===== src/rtl/muldiv_sequencer.sv =====
// RV32M multiply/divide sequencer: 2-cycle multiply path, radix-2 restoring divider.
// Optional MULDIV_SPECIAL_BYPASS_EN retires divide-by-zero and signed overflow straight from IDLE.

package riscv_defines;
    typedef enum logic [4:0] {
        ALU_ADD    = 5'd0,
        ALU_SUB    = 5'd1,
        ALU_AND    = 5'd2,
        ALU_OR     = 5'd3,
        ALU_XOR    = 5'd4,
        ALU_SLT    = 5'd5,
        ALU_SLTU   = 5'd6,
        ALU_SLL    = 5'd7,
        ALU_SRL    = 5'd8,
        ALU_SRA    = 5'd9,
        ALU_MUL    = 5'd16,
        ALU_MULH   = 5'd17,
        ALU_MULHSU = 5'd18,
        ALU_MULHU  = 5'd19,
        ALU_DIV    = 5'd20,
        ALU_DIVU   = 5'd21,
        ALU_REM    = 5'd22,
        ALU_REMU   = 5'd23
    } alucontrol_t;
endpackage

module muldiv_sequencer
    import riscv_defines::*;
#(
    parameter int XLEN = 32
) (
    input  logic            clk,
    input  logic            reset,
    input  logic            flush,
    input  logic            in_valid,
    output logic            in_ready,
    input  alucontrol_t     alucontrol,
    input  logic [XLEN-1:0] src_a,
    input  logic [XLEN-1:0] src_b,
    output logic            out_valid,
    input  logic            out_ready,
    output logic [XLEN-1:0] result,
    output logic            busy
);

    localparam int CNT_W = $clog2(XLEN);

    typedef enum logic [1:0] {S_IDLE, S_MUL, S_DIV, S_DONE} state_t;

    state_t             state_q, state_d;
    alucontrol_t        op_q, op_d;
    logic [XLEN-1:0]    opa_q, opa_d;     // multiplicand, or dividend shifting into quotient
    logic [XLEN-1:0]    opb_q, opb_d;     // multiplier, or divisor magnitude
    logic [XLEN-1:0]    rem_q, rem_d;
    logic [CNT_W-1:0]   cnt_q, cnt_d;
    logic               a_neg_q, a_neg_d;
    logic               b_neg_q, b_neg_d;
    logic               b_zero_q, b_zero_d;
    logic [XLEN-1:0]    result_q, result_d;

    logic               is_div_in, signed_a_in, signed_b_in;
    logic               a_neg_in, b_neg_in;

    always_comb begin
        is_div_in   = 1'b0;
        signed_a_in = 1'b0;
        signed_b_in = 1'b0;
        case (alucontrol)
            ALU_MULH:           begin signed_a_in = 1'b1; signed_b_in = 1'b1; end
            ALU_MULHSU:         signed_a_in = 1'b1;
            ALU_DIV, ALU_REM:   begin is_div_in = 1'b1; signed_a_in = 1'b1; signed_b_in = 1'b1; end
            ALU_DIVU, ALU_REMU: is_div_in = 1'b1;
            default:            ;
        endcase
    end

    assign a_neg_in = signed_a_in & src_a[XLEN-1];
    assign b_neg_in = signed_b_in & src_b[XLEN-1];

`ifdef MULDIV_SPECIAL_BYPASS_EN
    localparam logic [XLEN-1:0] INT_MIN = {1'b1, {(XLEN-1){1'b0}}};
    logic            div_zero_in, div_ovf_in, special_in, rem_in;
    logic [XLEN-1:0] special_res;
    assign div_zero_in = is_div_in && (src_b == '0);
    assign div_ovf_in  = is_div_in && signed_b_in && (src_a == INT_MIN) && (src_b == '1);
    assign special_in  = div_zero_in || div_ovf_in;
    assign rem_in      = (alucontrol == ALU_REM) || (alucontrol == ALU_REMU);
    always_comb begin
        if (div_zero_in) special_res = rem_in ? src_a : '1;
        else             special_res = rem_in ? '0 : INT_MIN;
    end
`endif

    // Sign-extended operands make one unsigned 2*XLEN multiply cover all four variants.
    logic [2*XLEN-1:0] prod;
    logic [XLEN-1:0]   mul_res;
    assign prod = {{XLEN{a_neg_q}}, opa_q} * {{XLEN{b_neg_q}}, opb_q};

    always_comb begin
        mul_res = '0;
        case (op_q)
            ALU_MUL:                        mul_res = prod[XLEN-1:0];
            ALU_MULH, ALU_MULHSU, ALU_MULHU: mul_res = prod[2*XLEN-1:XLEN];
            default:                        mul_res = '0;
        endcase
    end

    logic [XLEN:0]   rem_sh, trial;
    logic            q_bit;
    logic [XLEN-1:0] rem_next, quo_next, quo_fix, rem_fix, div_res;

    assign rem_sh   = {rem_q, opa_q[XLEN-1]};
    assign trial    = rem_sh - {1'b0, opb_q};
    assign q_bit    = ~trial[XLEN];
    assign rem_next = q_bit ? trial[XLEN-1:0] : rem_sh[XLEN-1:0];
    assign quo_next = {opa_q[XLEN-2:0], q_bit};

    // A zero divisor keeps the all-ones quotient whatever the dividend sign.
    assign quo_fix  = ((a_neg_q ^ b_neg_q) && !b_zero_q) ? -quo_next : quo_next;
    assign rem_fix  = a_neg_q ? -rem_next : rem_next;
    assign div_res  = ((op_q == ALU_REM) || (op_q == ALU_REMU)) ? rem_fix : quo_fix;

    // NOTE: every _d is given its hold value first so no latch can be inferred.
    always_comb begin
        state_d  = state_q;
        op_d     = op_q;
        opa_d    = opa_q;
        opb_d    = opb_q;
        rem_d    = rem_q;
        cnt_d    = cnt_q;
        a_neg_d  = a_neg_q;
        b_neg_d  = b_neg_q;
        b_zero_d = b_zero_q;
        result_d = result_q;

        case (state_q)
            S_IDLE: begin
                if (in_valid && !flush) begin
                    op_d     = alucontrol;
                    a_neg_d  = a_neg_in;
                    b_neg_d  = b_neg_in;
                    b_zero_d = (src_b == '0);
                    rem_d    = '0;
                    cnt_d    = '0;
                    if (is_div_in) begin
                        opa_d   = a_neg_in ? -src_a : src_a;
                        opb_d   = b_neg_in ? -src_b : src_b;
                        state_d = S_DIV;
`ifdef MULDIV_SPECIAL_BYPASS_EN
                        if (special_in) begin
                            result_d = special_res;
                            state_d  = S_DONE;
                        end
`endif
                    end else begin
                        opa_d   = src_a;
                        opb_d   = src_b;
                        state_d = S_MUL;
                    end
                end
            end
            S_MUL: begin
                result_d = mul_res;
                state_d  = S_DONE;
            end
            S_DIV: begin
                opa_d = quo_next;
                rem_d = rem_next;
                cnt_d = cnt_q + CNT_W'(1);
                if (cnt_q == CNT_W'(XLEN-1)) begin
                    result_d = div_res;
                    state_d  = S_DONE;
                end
            end
            S_DONE: begin
                if (out_ready) state_d = S_IDLE;
            end
            default: state_d = S_IDLE;
        endcase

        if (flush) state_d = S_IDLE;
    end

    // NOTE: sequential state uses non-blocking assignments only.
    always_ff @(posedge clk) begin
        if (reset) begin
            state_q  <= S_IDLE;
            op_q     <= ALU_ADD;
            opa_q    <= '0;
            opb_q    <= '0;
            rem_q    <= '0;
            cnt_q    <= '0;
            a_neg_q  <= 1'b0;
            b_neg_q  <= 1'b0;
            b_zero_q <= 1'b0;
            result_q <= '0;
        end else begin
            state_q  <= state_d;
            op_q     <= op_d;
            opa_q    <= opa_d;
            opb_q    <= opb_d;
            rem_q    <= rem_d;
            cnt_q    <= cnt_d;
            a_neg_q  <= a_neg_d;
            b_neg_q  <= b_neg_d;
            b_zero_q <= b_zero_d;
            result_q <= result_d;
        end
    end

    assign in_ready  = (state_q == S_IDLE);
    assign busy      = (state_q != S_IDLE);
    assign out_valid = (state_q == S_DONE);
    assign result    = result_q;

endmodule


===== config.mk =====
export PLATFORM = sky130hd
export DESIGN_NAME = muldiv_sequencer
export DESIGN_NICKNAME = d
export VERILOG_FILES = /design/src/rtl/muldiv_sequencer.sv
export SDC_FILE = /design/constraint.sdc
export NUM_CORES = 2
export LEC_CHECK = 0
export ABC_AREA = 1
export ABC_CLOCK_PERIOD_IN_PS = 12600
export CORE_MARGIN = 4
export CORE_UTILIZATION = 40
export CTS_BUF_LIST = sky130_fd_sc_hd__clkbuf_4 sky130_fd_sc_hd__clkbuf_8
export CTS_CLUSTER_DIAMETER = 80
export DETAILED_ROUTE_END_ITERATION = 8
export SETUP_SLACK_MARGIN = 0.4
export SLEW_MARGIN = 20
export SYNTH_ARGS = -nofsm -noshare
export SYNTH_HDL_FRONTEND = slang
export SYNTH_SLANG_ARGS = --single-unit
export TNS_END_PERCENT = 20

===== constraint.sdc =====
create_clock -name clk -period 12.6 [get_ports clk]
set_input_delay 1.89 -clock clk [delete_from_list [all_inputs] [get_ports clk]]
set_output_delay 1.89 -clock clk [all_outputs]
set_load 0.02 [all_outputs]

==> results.json <==
{
  "result_of_the_run": "complete, no violations",
  "ys_seq_area_share_pct": 5.46,
  "mostFrequentLayoutCell": "inv_1",
  "setup.worst_path.class": "flop to flop",
  "worst_ir_drop_vdd_uv": 92.8,
  "drv.max_cap_violation_count": 0,
  "start_kind": "flop",
  "synthesis.nets": 8662,
  "dr.first_iter.drc_count": 3802,
  "die_span_x_um": 370,
  "post_synth_and_or_nand_nor_area_fraction_pct": 19.2,
  "worst_pin_slew_ns": 1.22,
  "worstPathArrival_ns": 10.20,
  "report.final.setup_viol": 0,
  "max_fanout_on_critical_path": 32,
  "synth.top_cell.area_share_pct": 43.0,
  "reg2reg_to": "result[29]",
  "cp_slowest_cell": "dfxtp_2",
  "ctsHoldBuffers": 0,
  "post-route-period-util_pct": 77.2,
  "hold_end": "op_q[4]",
  "syn-cell-area_um2": 52400,
  "wl_per_cell_um": 20.6,
  "grt_overflow_total": 0,
  "rr_startpoint": "a_neg_q",
  "syn_inst": 7208,
  "synth_mux_area_share_pct": 0,
  "row_count": 132,
  "global_route_wire_length_before_repair_um": 286000,
  "final_layout_size_suffix_gt1_share_pct": 3.61,
  "grt_setup_unrepaired": "false",
  "worst_clock_skew_ns": 0.0276,
  "clkLatencyLatePin_ns": 0.59,
  "min_delay_path_depth": 2,
  "design.core.area_um2": 130000,
  "largest_net_degree_at_the_start_of_global_routing": 71,
  "synth_top_cells_by_area": "fa_1 43%, inv_1 15%, nand2_1 13%",
  "nets": 8527,
  "flop_and_latch_count_out_of_synthesis": 143,
  "detail_route.vias_per_cell": 5.10,
  "largest_family_of_logic_cells_by_synthesized_area": "adder cells",
  "drt.antenna.violating_nets": 0,
  "cp_top_family": "adder cells",
  "proportion_of_register_bits_with_asynchronous_set_or_reset_after_synthesis_pct": 0,
  "tritoncts.num_buffers": 17,
  "yosys.area_share.adder_pct": 49.1,
  "design_power_total_w": 0.00299,
  "clock_tree.root_cell": "clkbuf_8",
  "h-tree-depth": 4,
  "antenna_found_initial": 14,
  "compound_gate_fraction_of_synth_area_pct": 7.46,
  "numClockSinks": 143,
  "cts-root-to-sink-buffers": 2,
  "crit_cells": 27,
  "syn_area_cell_um2": 7.27,
  "post-cts-setup-buffer-count": 0,
  "setup-tns-final_ns": 0,
  "critical-path-max-stage-delay_ns": 0.92,
  "buffer_ports.inserted": 108,
  "beginning_of_the_worst_hold_path": "op_q[4]",
  "area_growth_pct": 5.82,
  "ys_dominant_reg_cell": "dfxtp_1",
  "p_leak_nw": 32.4,
  "path_buf_inv": 8,
  "critical_path.startpoint": "a_neg_q",
  "cellPowerDensity_nw_per_um2": 54.0,
  "globalplace.congestion": 0.958,
  "fill_count": 13600,
  "total_routing_usage_gr_pct": 27.3,
  "first_global_vias": 48300,
  "timing.slew.headroom_pct": 18.8,
  "routed_wirelength_um": 182000,
  "yosys_warnings": 0,
  "floorplan.io_pins": 109,
  "post-synth-top-area-cell": "fa_1",
  "detailroute.via_count": 45000,
  "timing_max_transition_violations_final": 0,
  "synth_enable_flop_cells": 0,
  "synth-xor-area-share_pct": 1.54,
  "final_hold_viol_count": 0,
  "postCtsResizedCells": 0,
  "cp_data_required_time_ns": 13.07,
  "max_freq_mhz": 103,
  "detailedRoute.firstPassIterationCount": 6,
  "min-delay-path-class": "flop to flop",
  "start_util_pct": 40.4,
  "ys_types": 61,
  "final_period_minus_worst_setup_slack_ns": 9.73,
  "worst-r2r-setup-slack_ns": 2.87,
  "detail_route.drc_violations": 0,
  "tritoncts": "done",
  "die_h_um": 370,
  "timing.reg2reg.worst_path_depth": 27,
  "final_cell_mix": "2036 x inv_1, 1870 x nand2_1, 1126 x fa_1",
  "die-area_um2": 137000,
  "place_hpwl_um": 148000,
  "setup.worst_path.end_class": "flop",
  "path_clk_slew_ns": 0.11
}
cells by family after synthesis:
kind of cell,count (synthesis)
flops,143
xor+xnor,92
fa+ha+maj,1380
buf+inv,2405
compound gates,700
simple gates,2488
worst register-to-register path, cell delays in order, from the launching register on:
cell	delay, ns
dfxtp_2	0.92
nand2_1	0.31
inv_1	0.17
fa_1	0.40
inv_1	0.35
fa_1	0.54
inv_1	0.23
fa_1	0.50
fa_1	0.78
inv_1	0.41
fa_1	0.59
inv_1	0.05
fa_1	0.49
fa_1	0.49
inv_1	0.05
fa_1	0.48
inv_1	0.05
ha_1	0.34
a21oi_1	0.30
inv_1	0.07
a31oi_1	0.20
o31ai_1	0.14
a311oi_1	0.44
nand3_1	0.19
o21ai_0	0.44
nand2_1	0.22
a21oi_1	0.35
a21oi_1	0.13
how the worst max path moves through the flow:
| stage | to | slack, ns |
|---|---|---|
| 2_1_floorplan | result[28] | 4.78 |
| 3_3_place_gp | result[30] | 3.11 |
| 3_5_place_dp | result[30] | 3.06 |
| 4_1_cts | result[30] | 3.01 |
| 5_1_grt | result[30] | 2.45 |
| 6_report | result[29] | 2.87 |
through the flow:
step	area, um^2	utilization (%)	setup WS, ns	hold WS [ns]	cells
6_report	55500	42.7	2.87	0.476	8831
5_1_grt	55500	42.7	2.45	0.485	8829
4_1_cts	55500	42.7	3.01	0.473	8828
3_5_place_dp	55000	42.4	3.06	0.456	8796
3_3_place_gp	55000	42.4	3.11	0.453	8796
2_1_floorplan	52400	-	4.78	0.429	7208
flip-flops by register name (all words and copies together) (netlist names):
| register | count |
|---|---|
| state_q | 2 |
| b_neg_q | 1 |
| a_neg_q | 1 |
| opb_q | 32 |
| b_zero_q | 1 |
| opa_q | 32 |
| rem_q | 32 |
| cnt_q | 5 |
| op_q | 5 |
| result | 32 |
routing by layer:
layer	GRT usage, %	wire (um)	up-vias
met5	0	37	-
li1	-	-	20400
met4	13.3	10700	6
met3	3.86	13900	437
met1	34.8	72000	22300
met2	45.8	85400	1855
synth_stat cells (all sizes together) (3+ instances only):
master and number:
nor2 300, a221oi 3, or2 21, nand2 1907
nand3 147, ha 254, xor2 46, a21o 13
a21oi 325, buf 79, o31ai 6, and3 5
and2 8, o211ai 41, o22ai 5, a32o 4
inv 2049, nand4 18, nor4 12, o221ai 12
fa 1126, clkinv 6, a31oi 25, nor3 56
o21bai 18, o21a 3, xnor2 46, nand3b 12
dfxtp 143, clkbuf 271, o21ai 231
area by class of cell:
| type | count | area, um^2 | share of cell area, % |
|---|---|---|---|
| clock inverter | 15 | 211 | 0.381 |
| clock buffer | 17 | 234 | 0.422 |
| antenna | 3 | 7.51 | 0.0135 |
| timing repair buffer | 196 | 1740 | 3.13 |
| tap | 1742 | 2180 | 3.93 |
| sequential | 143 | 2900 | 5.22 |
| multi-input combinational | 4660 | 40500 | 73.0 |
| inverter | 2055 | 7710 | 13.9 |
power by group:
part,switching [W],internal [W]
logic,0.00135,0.000667
clock network,0.000277,0.000157
registers,0.0000679,0.000474
total,0.00170,0.00130
No activity file was read; power rests on OpenSTA's default activity.
